--- config.mk ---
export PLATFORM = sky130hd
export DESIGN_NAME = io_handshake_unit
export DESIGN_NICKNAME = d
export VERILOG_FILES = /design/src/rtl/io_handshake_unit_pkg.sv /design/src/rtl/io_handshake_unit_button_debouncer.sv /design/src/rtl/io_handshake_unit.sv
export SDC_FILE = /design/constraint.sdc
export NUM_CORES = 1
export LEC_CHECK = 0
export CAP_MARGIN = 5
export CORE_UTILIZATION = 43
export DETAILED_ROUTE_END_ITERATION = 8
export PLACE_DENSITY_LB_ADDON = 0.08
export REMOVE_ABC_BUFFERS = 1
export SLEW_MARGIN = 20
export SYNTH_ARGS = -nofsm -noshare
export SYNTH_HDL_FRONTEND = slang
export SYNTH_SLANG_ARGS = --single-unit
--- constraint.sdc ---
create_clock -name clock -period 2.8 [get_ports clock]
set_input_delay 0.28 -clock clock [delete_from_list [all_inputs] [get_ports clock]]
set_output_delay 0.28 -clock clock [all_outputs]
set_load 0.01 [all_outputs]
--- src/rtl/io_handshake_unit_pkg.sv ---
// Shared definitions for the IN/OUT handshake responder and its board wrapper:
// the handshake FSM state encoding and the default switch zero-extension width.
package io_handshake_unit_pkg;

  // Handshake FSM states
  typedef enum logic [2:0] {
    IDLE         = 3'd0,
    WAIT_RELEASE = 3'd1,
    WAIT_PRESS   = 3'd2,
    CAPTURE      = 3'd3,
    HOLD         = 3'd4
  } ioState_t;

  // Default datapath and switch widths used by the board wrapper
  localparam int DATA_W_DEFAULT = 32;
  localparam int SW_W_DEFAULT   = 16;

  // Number of zero bits prepended to the switch bank to fill the datapath
  localparam int SW_ZEXT = DATA_W_DEFAULT - SW_W_DEFAULT;

endpackage

--- src/rtl/io_handshake_unit_button_debouncer.sv ---
// Pushbutton conditioning: two-flop synchronizer, run-length debouncer holding a
// clean level, and a one-cycle press pulse on every clean rising transition.
module button_debouncer #(
  parameter int DEBOUNCE_CYCLES = 50000
) (
  input  logic clock,
  input  logic reset,
  input  logic button,
  output logic level,
  output logic press
);

  // Wide enough to hold DEBOUNCE_CYCLES-1, with at least one bit
  localparam int CntW = (DEBOUNCE_CYCLES > 1) ? $clog2(DEBOUNCE_CYCLES) : 1;
  localparam logic [CntW-1:0] CntLast = CntW'(DEBOUNCE_CYCLES - 1);

  logic            syncMetaReg;
  logic            syncOutReg;
  logic            levelReg;
  logic            pressReg;
  logic [CntW-1:0] cntReg;

  // Synchronize the raw button, count consecutive samples that disagree with the
  // clean level, and flip the level once the disagreement has lasted long enough
  always_ff @(posedge clock or posedge reset) begin
    if (reset) begin
      syncMetaReg <= 1'b0;
      syncOutReg  <= 1'b0;
      levelReg    <= 1'b0;
      pressReg    <= 1'b0;
      cntReg      <= '0;
    end else begin
      syncMetaReg <= button;
      syncOutReg  <= syncMetaReg;
      pressReg    <= 1'b0;
      if (syncOutReg == levelReg) begin
        cntReg <= '0;
      end else if (cntReg == CntLast) begin
        // A toggle from 0 is a press; the pulse lines up with the new level
        levelReg <= ~levelReg;
        pressReg <= ~levelReg;
        cntReg   <= '0;
      end else begin
        cntReg <= cntReg + 1'b1;
      end
    end
  end

  assign level = levelReg;
  assign press = pressReg;

endmodule

--- src/rtl/io_handshake_unit.sv ---
// Responder for the processor's IN/OUT protocol. IN stalls the CPU until a clean
// button press, then captures the switches and releases exactly one instruction.
// OUT writes the display register.
// Optional feature macro IO_ECHO_EN: when defined, a capture also copies the
// zero-extended switches into the display.
// SW_W must not exceed DATA_W; DEBOUNCE_CYCLES must be at least 1.
module io_handshake_unit
  import io_handshake_unit_pkg::*;
#(
  parameter int DATA_W          = 32,
  parameter int SW_W            = 16,
  parameter int DEBOUNCE_CYCLES = 50000
) (
  input  logic              clock,
  input  logic              reset,
  input  logic              In,
  input  logic              Out,
  input  logic              Button,
  input  logic [SW_W-1:0]   Switches,
  input  logic [DATA_W-1:0] OutData,
  output logic [DATA_W-1:0] InData,
  output logic              InValid,
  output logic              CpuEnable,
  output logic [DATA_W-1:0] Display
);

  ioState_t          stateReg;
  logic [DATA_W-1:0] inDataReg;
  logic              inValidReg;
  logic [DATA_W-1:0] displayReg;
  logic              cleanLevel;
  logic              press;
  logic [DATA_W-1:0] switchesExt;

  button_debouncer #(
    .DEBOUNCE_CYCLES(DEBOUNCE_CYCLES)
  ) uDebouncer (
    .clock (clock),
    .reset (reset),
    .button(Button),
    .level (cleanLevel),
    .press (press)
  );

  assign switchesExt = DATA_W'(Switches);

  // Handshake FSM; InValid is registered so it is high exactly while in CAPTURE
  always_ff @(posedge clock or posedge reset) begin
    if (reset) begin
      stateReg   <= IDLE;
      inDataReg  <= '0;
      inValidReg <= 1'b0;
    end else begin
      inValidReg <= 1'b0;
      case (stateReg)
        IDLE: begin
          // A button already held when IN arrives must be released first
          if (In) begin
            stateReg <= cleanLevel ? WAIT_RELEASE : WAIT_PRESS;
          end
        end
        WAIT_RELEASE: begin
          if (!In) begin
            stateReg <= IDLE;
          end else if (!cleanLevel) begin
            stateReg <= WAIT_PRESS;
          end
        end
        WAIT_PRESS: begin
          if (!In) begin
            stateReg <= IDLE;
          end else if (press) begin
            stateReg   <= CAPTURE;
            inValidReg <= 1'b1;
          end
        end
        CAPTURE: begin
          inDataReg <= switchesExt;
          stateReg  <= HOLD;
        end
        HOLD: begin
          // Parked until the IN instruction retires, so one press gives one capture
          if (!In) begin
            stateReg <= IDLE;
          end
        end
        default: stateReg <= IDLE;
      endcase
    end
  end

  // Display register: OUT writes it unless an IN is in progress
  always_ff @(posedge clock or posedge reset) begin
    if (reset) begin
      displayReg <= '0;
    end else begin
      if (Out && !In) begin
        displayReg <= OutData;
      end
`ifdef IO_ECHO_EN
      if (stateReg == CAPTURE) begin
        displayReg <= switchesExt;
      end
`endif
    end
  end

  // CPU enable: stall in the same cycle IN rises, release once captured
  always_comb begin
    CpuEnable = 1'b0;
    case (stateReg)
      IDLE:                       CpuEnable = !In;
      WAIT_RELEASE, WAIT_PRESS:   CpuEnable = 1'b0;
      CAPTURE, HOLD:              CpuEnable = 1'b1;
      default:                    CpuEnable = 1'b0;
    endcase
  end

  assign InData  = inDataReg;
  assign InValid = inValidReg;
  assign Display = displayReg;

endmodule

# == Word-level counts from Yosys, hierarchy flattened ==
# Index checks and enable logic that the tools add are counted.
# Widths: inputs -> output; s select.
# word_totals
ff_bits,72
mem_bits_ro,0
mem_bits_rw,0
n_memories,0
latchBits,0
# classes
eq_ne,10
order_cmp,0
mux,16
shift,0
n_addsub,1
reduce_logical,6
bitwise,2
div_mod_pow,0
mul,0
# ops
cell,n
$mux 16,2
$mux 3,6
$add 16x1->16 const B,1
$eq 16x16->1 const B,1
$pmux 3 s5,1
$eq 3x2->1 const B,2
$mux 1,5
$ne 2x2->1 const B,2
$reduce_and 4->1,1
$eq 3x1->1 const B,1
$eq 3x3->1 const B,1
$logic_not 3->1,1
$ne 3x2->1 const B,1
$ne 3x3->1 const B,1
$mux 2,1
$not 1->1,2
$pmux 1 s2,1
$reduce_and 2->1,1
$reduce_or 2->1,1
$eq 1x1->1,1
$logic_and 1x1->1,1
$logic_not 1->1,1

# == Longest topological paths before layout ==
# logic_depth
depth_word,3
depth_mapped,6

# == Modules after synthesis ==
# A second synthesis with hierarchy kept.
# hier_totals
cells_unflattened,229
hier_area_um2,3113.0
# by_module_without_submodules
module,instances,seq_area_each_um2,cells_per_inst,area_each_um2
io_handshake_unit,1,1301.2,137,2140.8
button_debouncer,1,500.5,92,972.2

# == Worst setup path after synthesis ==
# No wires, ideal clock.
# synth_path
path_kind,reg2reg
start,reg uDebouncer.cntReg[12]
end,reg uDebouncer.levelReg (netlist: uDebouncer.level)
slack_ns,0.899
arrival_ns,1.776
path_stages_with_launch,4
path_buffers,0
setup_time_ns,0.125
required_ns,2.675
period_less_slack_ns,1.901
path_cell_list,dfrtp_1 -> or4b_1 -> or4_4 -> mux2_4
# synth_via
elab_chain_cells,2
# synth_rtl
item,line,source
start: declaration,io_handshake_unit_button_debouncer.sv:21,logic [CntW-1:0] cntReg;
start signal: assignment,io_handshake_unit_button_debouncer.sv:44,cntReg <= cntReg + 1'b1;
$eq 16x16->1,io_handshake_unit_button_debouncer.sv:38,end else if (cntReg == CntLast) begin
$reduce_and 2->1 (no source line),--,
end signal: assignment,io_handshake_unit_button_debouncer.sv:40,levelReg <= ~levelReg;
end: declaration,io_handshake_unit_button_debouncer.sv:19,logic levelReg;
# Every way passes these cells.
# A chain may end at the register's enable or synchronous reset.

# == Worst setup path after layout ==
# layout_path
start,reg stateReg[1]
end,out CpuEnable
# layout_via
elab_chain_cells,3
word_cells_on_any_way,5
cone_classes,eq/ne: 2; mux: 1; reduce/logical: 2
# layout_rtl
item,line,source
start: declaration,io_handshake_unit.sv:27,ioState_t stateReg;
start signal: assignment,io_handshake_unit.sv:59,stateReg <= cleanLevel ? WAIT_RELEASE : WAIT_PRESS;
$eq 3x2->1 or $eq 3x3->1 (tied branches),io_handshake_unit.sv:111,case (stateReg)
$reduce_or 2->1,io_handshake_unit.sv:111,
$pmux 1 s2 *,io_handshake_unit.sv:111,
end: declaration,io_handshake_unit.sv:23,"output logic CpuEnable,"
# Mark *: on every way between the ends. The rest lies on a longest branch, timed or not.

==> impl_metrics.py <==
metrics = {
    "grt": {
        "gr_util_met3_pct": 5.197,
        "top_usage_layer": "met2",
        "use_met1_pct": 21.92,
        "met2_usage_pct": 25.24,
        "antenna_found_initial": 0,
        "gr-usage-all-layers_pct": 16.62,
        "grt_start_max_net_pins": 47,
        "first_pass_grt_wire_length_um": 9294,
        "vias_in_the_first_global_route": 1996,
        "grt_overflow": 0,
    },
    "logic_synthesis": {
        "synthXorXnorAreaFrac_pct": 4.382,
        "yosys.cell_types.count": 31,
        "post_synth_mux_area_share_pct": 18.53,
        "synth_compound_area_share_pct": 0.4174,
        "synth_area_leaders": "sky130_fd_sc_hd__dfrtp_1 (60%), sky130_fd_sc_hd__mux2_2 (18%), sky130_fd_sc_hd__buf_4 (4.0%)",
        "yosys_warnings": 0,
        "netlist_area_mm2": 0.002998,
        "dominant_combinational_cell_family_by_area_after_synthesis": "multiplexers",
        "yosys_register_bits": 72,
        "synth_top_area_share_pct": 60.10,
        "synth-adder-area-share_pct": 0.4174,
        "postSynthCellCount": 225,
        "synth_seq_area_share_pct": 60.10,
        "synth_top_cell_by_area": "sky130_fd_sc_hd__dfrtp_1",
        "synth.avg_cell_area_um2": 13.32,
        "synth-simple-area-share_pct": 10.52,
    },
    "clocking": {
        "postCtsSetupBuffers": 0,
        "clock_latency_ns": 0.34,
        "cts_hold_repair.buffers": 0,
        "cts.htree.levels": 3,
        "cts_tree": "done",
        "numClockSinks": 72,
        "numCtsBuffers": 9,
        "post_cts_resize_count": 0,
        "clk_pin_slew_worst_paths_ns": 0.07,
        "cts-root-buf": "sky130_fd_sc_hd__clkbuf_8",
        "cts_buffer_depth": 2,
    },
    "route": {
        "vias": 2006,
        "drc_errors": 0,
        "wl_per_cell_um": 13.56,
        "detail-route-antenna-nets": 0,
        "drt-initial-drc-count": 58,
        "avgViaCountPerCell": 4.799,
        "drt_pre_antenna_iters": 4,
        "final_routed_wirelength_across_all_metal_layers_um": 5670,
    },
    "die": {
        "fp.dieArea_mm2": 0.007309,
        "initial_utilization_pct": 44.37,
        "fp.dieH_um": 85.50,
        "chipWidth_um": 85.50,
        "std_cell_rows": 30,
        "ioPinCount": 119,
        "core_footprint_mm2": 0.006756,
    },
    "worst_setup_path": {
        "critPathKind": "reg2out",
        "crit_path_max_incr_delay_ns": 0.53,
        "worst_r2r_startpoint": "uDebouncer.cntReg[12]",
        "crit-reg2reg-capture": "uDebouncer.level",
        "critPathSlowestCell": "sky130_fd_sc_hd__clkdlybuf4s50_1",
        "launch_point_of_the_worst_path": "stateReg[1]",
        "cp-start-kind": "flip-flop",
        "worst-r2r-cell-count": 3,
        "worstPathCellList": "nor2b_1 -> nand2_1 -> buf_4 -> nand2_1 -> clkdlybuf4s50_1",
        "cp_common_cell": "sky130_fd_sc_hd__nand2_1",
        "worst-endpoint-arrival_ns": 1.81,
        "setup.reg_to_reg.worst_slack_ns": 0.84,
        "crit_path_required_time_ns": 2.52,
        "worst-path-max-fanout": 18,
        "end_kind": "output port",
    },
    "layout": {
        "diodes": 0,
        "area_growth_from_synthesis_to_final_layout_pct": 41.49,
        "area_used_by_multi_input_combinational_logic_mm2": 0.001090,
        "sequential_cell_area_mm2": 0.001802,
        "layout_common_cells": "sky130_fd_sc_hd__clkdlybuf4s50_1 (102), sky130_fd_sc_hd__dfrtp_1 (72), sky130_fd_sc_hd__mux2_2 (48), sky130_fd_sc_hd__nor2_1 (19), sky130_fd_sc_hd__conb_1 (16)",
        "final_layout_size_suffix_gt1_share_pct": 21.89,
        "net_count_reported_at_finish": 387,
        "fillerInstances": 551,
        "postLayoutCellArea_mm2": 0.004242,
        "final_common_cell": "sky130_fd_sc_hd__clkdlybuf4s50_1",
        "finalCoreUtilization_pct": 62.78,
    },
    "place": {
        "sum_of_net_half_perimeters_after_detailed_placement_um": 4134,
        "detailed_place.area_mm2": 0.004059,
        "gp_congestion": 0.8448,
        "io_buffer_count": 102,
    },
    "timing": {
        "worst-slew-pin-transition_ns": 0.5888,
        "timing.final.setup_violations": 0,
        "fin_skew_ns": 0.006344,
        "finalHoldViolations": 0,
        "fin_crit_ns": 2.086,
        "timing.hold.ws_ns": 0.3286,
        "grt_setup_unrepaired": "false",
        "slew_headroom_pct": 60.69,
        "setup-tns-final_ns": 0,
        "final_min_period_over_clock_period_pct": 74.50,
        "fmax_mhz": 479.4,
        "maxSlewViolCount": 0,
    },
    "min_path": {
        "classification_of_the_worst_slack_hold_path": "in2async",
    },
    "run": {
        "max_cap_violations": 0,
    },
    "power": {
        "power-per-cell-area_mw_per_mm2": 549.1,
        "cellLeakagePower_nw": 1.789,
        "vdd.ir_drop.worst_uv": 338.0,
    },
    "status": {
        "run_status": "finished, final reports clean",
    },
}
## worst max-delay path by stage
| stage | slack (ns) | to | cells past startpoint |
|---|---|---|---|
| 2_1_floorplan | 0.53 | Display[0] | 2 |
| 3_5_place_dp | 0.85 | uDebouncer.level | 3 |
| 3_3_place_gp | 0.88 | uDebouncer.level | 3 |
| 4_1_cts | 0.68 | CpuEnable | 5 |
| 5_1_grt | 0.64 | CpuEnable | 5 |
| 6_report | 0.71 | CpuEnable | 5 |
## state kept, by name (all words and copies together), names as in the netlist
signal and flops:
uDebouncer.level 1, uDebouncer.syncOutReg 1, InData 16, stateReg 3, uDebouncer.press 1, uDebouncer.cntReg 16, Display 32, uDebouncer.syncMetaReg 1
InValid 1
## stage by stage
step           std cells  total power [mW]  worst slack [ns]
2_1_floorplan        217             1.347            0.5272
3_3_place_gp         402             1.607            0.8761
3_5_place_dp         402             1.616            0.8508
4_1_cts              418             2.366            0.6844
5_1_grt              418             2.446            0.6369
6_report             418             2.329            0.7140
## layer usage
| metal | part of all wire (%) | vias to the layer above |
|---|---|---|
| li1 | - | 953 |
| met1 | 48 | 978 |
| met2 | 45 | 67 |
| met3 | 5.8 | 8 |
| met4 | 1.2 | 0 |
| met5 | 0 | - |
## Yosys cell counts
| master | instances |
|---|---|
| sky130_fd_sc_hd__clkbuf_1 | 3 |
| sky130_fd_sc_hd__ha_1 | 1 |
| sky130_fd_sc_hd__and4_1 | 1 |
| sky130_fd_sc_hd__nor2_1 | 19 |
| sky130_fd_sc_hd__nand2_1 | 8 |
| sky130_fd_sc_hd__or3b_2 | 1 |
| sky130_fd_sc_hd__inv_1 | 3 |
| sky130_fd_sc_hd__xnor2_1 | 10 |
| sky130_fd_sc_hd__nand4_1 | 5 |
| sky130_fd_sc_hd__a21oi_1 | 1 |
| sky130_fd_sc_hd__buf_6 | 1 |
| sky130_fd_sc_hd__a211oi_1 | 1 |
| sky130_fd_sc_hd__dfrtp_1 | 72 |
| sky130_fd_sc_hd__nand2b_1 | 1 |
| sky130_fd_sc_hd__and3_2 | 1 |
| sky130_fd_sc_hd__conb_1 | 1 |
| sky130_fd_sc_hd__nor3b_1 | 1 |
| sky130_fd_sc_hd__mux2_4 | 1 |
| sky130_fd_sc_hd__buf_4 | 16 |
| sky130_fd_sc_hd__and3_1 | 1 |
| sky130_fd_sc_hd__nand2_4 | 1 |
| sky130_fd_sc_hd__nand3_1 | 6 |
| sky130_fd_sc_hd__nand4bb_1 | 1 |
| sky130_fd_sc_hd__buf_1 | 3 |
| sky130_fd_sc_hd__or4b_1 | 1 |
| sky130_fd_sc_hd__nor2b_1 | 4 |
| sky130_fd_sc_hd__mux2_2 | 48 |
| sky130_fd_sc_hd__nor3_1 | 4 |
| sky130_fd_sc_hd__nor4_1 | 3 |
| sky130_fd_sc_hd__or4_4 | 1 |
| sky130_fd_sc_hd__xor2_1 | 5 |
## cell families after synthesis
logic type | Yosys count
compound gates | 2
fa+ha+maj | 1
simple gates | 59
xor+xnor | 15
other cells | 1
flops | 72
buf+inv | 26
mux | 49
## critical path: cells and delay by family (launching register included)
family                 cells  cell delay (ns)
and+or+nand+nor            3             0.31
buffers and inverters      2             0.74
DFF                        1             0.41
## report_power, final
part,switching (mW),leakage [nW],internal (mW)
clock,0.373,0.0951,0.366
sequential,0.0433,0.888,1.13
combinational,0.150,0.806,0.271
## cell type report
| cell class | instances | area share [%] |
|---|---|---|
| flip-flops and latches | 72 | 42.48 |
| inverters | 3 | 0.2655 |
| clock inverters | 5 | 0.7375 |
| well taps | 80 | 2.360 |
| multi-input cells | 142 | 25.69 |
| repair buffers | 105 | 24.90 |
| clock buffers | 11 | 3.569 |
No activity file was read; power rests on OpenSTA's default activity.
==> variant: new RTL, same flow settings <==
Encoding of `ioState_t`: now one-hot (5 bits for 5 states).
--- a/src/rtl/io_handshake_unit_pkg.sv
+++ b/src/rtl/io_handshake_unit_pkg.sv
@@ -4,10 +4,10 @@
 
   // Handshake FSM states
-  typedef enum logic [2:0] {
-    IDLE         = 3'd0,
-    WAIT_RELEASE = 3'd1,
-    WAIT_PRESS   = 3'd2,
-    CAPTURE      = 3'd3,
-    HOLD         = 3'd4
+  typedef enum logic [4:0] {
+    IDLE         = 5'b00001,
+    WAIT_RELEASE = 5'b00010,
+    WAIT_PRESS   = 5'b00100,
+    CAPTURE      = 5'b01000,
+    HOLD         = 5'b10000
   } ioState_t;
 
Formal check against the unedited RTL: no difference found for any inputs over 10 cycles, from zero or initial values and one cycle with reset high; not proved beyond that.
==> variant against the unedited design <==
  * Area after synthesis grew 9.1%
  * Setup slack lost 170 ps
  * Final area is 6.5% higher
  * Count of clock-buffer cells in the layout down 2
  * Power is 11% higher
  * Sequential cell count is 2 higher
  * Routed wire length is 16% higher
==> variant: results (changes against the unedited design) <==
status: finished, final reports clean
max FFs per register: 32 (unchanged)
Reg2Reg Setup Slack: 1160 ps (+320 ps)
adder-cell share of the synthesized area: 0.383% (-0.035 points)
worst skew pair latency: 340 ps (about the same)
top post-synthesis cells by count: dfrtp_1, mux2_2, nor2_1
GRT Util Overall: 17.8% (+1.2 points)
Clock Root Buffer: clkbuf_8
Clock Skew: 7.35 ps (+1.01 ps)
initial DRC count: 93 (+60%)
Arr. time, crit path: 1980 ps (+170 ps)
classification of the worst-slack hold path: in -> async
buffers added on ports: 102 (unchanged)
Compound-Gate Fraction of Synth Area: 1.30% (+0.88 points)
H-tree depth: 3 (unchanged)
fillers: 628 (+14%)
Rel. slew slack: 63.7% (+3.0 points)
R2R cell count: 5 (+2)
register area share after synthesis: 56.7% (-3.4 points)
largest cells by area after synthesis: dfrtp_1, mux2_2, xnor2_1
PostCTS Resize Cnt: 0 (unchanged)
clk buf depth: 2 (unchanged)
Synth Area in XOR/XNOR: 4.82% (+0.44 points)
reg-to-reg endpoint: uDebouncer.cntReg[4]$_DFF_PP0_
gpl congestion: 0.761 (-10%)
WHS: 296 ps (-32.2 ps)
Mapped Avg Cell Area: 13.1 sq um (-1.4%)
hpwl dp: 4690 um (+13%)
Distinct cells, synth: 39 (+26%)
Avg WL per Cell: 14.4 um (+6.4%)
mux cell area share after synthesis: 17.2% (-1.4 points)
peak supply drop: 0.000374 V (+11%)
worst-path maximum fanout: 8 (-10)
Post-Layout Cell Count: 456 (+9.1%)
CTS Buf Count: 9 (unchanged)
worst flop-to-flop path startpoint: uDebouncer.cntReg[0]$_DFF_PP0_
largest net degree at the start of global routing: 52 (+11%)
crit path launch: stateReg[0]$_DFFE_PP1P_
LEAKAGE: 1.86 nW (+3.7%)
synth warn: 0 (unchanged)
vias in the first global route: 2053 (+2.9%)
final net count: 407 (+5.2%)
initial antenna violation count: 0 (unchanged)
vias: 2172 (+8.3%)
post-CTS setup buffers: 0 (unchanged)
first-pass GRT wire length: 10400 um (+11%)
Cells after DPL: 441 (+9.7%)
clk slew on worst S/H paths: 80 ps
share of cells above drive strength 1: 22.7% (+0.80 points)
[variant: cells by family after synthesis]
logic type | Yosys count
DFF | 74
and+or+nand+nor | 67
muxes | 50
buffers and inverters | 31
xor gates and xnor gates | 18
AOI/OAI and AO/OA | 7
adders and majority gates | 1
other | 1
[variant: power by group]
group / switching [W] / total [W] / internal (W)
combinational: 0.000175 / 0.000471 / 0.000296
sequential: 0.0000644 / 0.00123 / 0.00116
clock: 0.000388 / 0.000880 / 0.000492
[variant: how the worst min path moves through the flow]
stage	startpoint	endpoint
after floorplan	Button	uDebouncer.syncMetaReg$_DFF_PP0_
after global placement	uDebouncer.syncMetaReg$_DFF_PP0_	uDebouncer.syncOutReg$_DFF_PP0_
after detailed placement	uDebouncer.syncMetaReg$_DFF_PP0_	uDebouncer.syncOutReg$_DFF_PP0_
after CTS	reset	InData[15]$_DFFE_PP0P_
after global routing	reset	InData[15]$_DFFE_PP0P_
final	reset	InData[15]$_DFFE_PP0P_
[variant: layer usage]
layer / vias to the layer above / routed length [um] / GRT usage [%]
li1: 1024 / - / -
met1: 1058 / 2850 / 23.2
met2: 77 / 3040 / 26.0
met3: 13 / 566 / 7.02
met4: 0 / 129 / 8.66
met5: - / 0 / 0
[variant: critical path, stage by stage, from the launching register on]
cell	delay, ps
dfstp_2	620
nor4b_1	260
nor2_1	80
nor3_1	130
clkdlybuf4s50_1	550
[variant: final cells by class]
cell class              instances  area (sq um)  area share, %
multi-input cells             159          1270           28.1
inverters                       5          18.8          0.415
flip-flops and latches         74          1850           41.0
well taps                      99           124           2.74
clock buffers                   9           124           2.74
clock inverters                 6          82.6           1.83
repair buffers                104          1050           23.2
[variant: per-stage QoR]
step,total power (W),utilization [%],cell area [sq um],worst slack [ps]
final,0.00258,62.0,4520,540
after global routing,0.00270,62.0,4520,421
after CTS,0.00261,62.0,4520,514
after detailed placement,0.00172,59.1,4310,716
after global placement,0.00172,59.1,4310,722
after floorplan,0.00144,-,3140,523
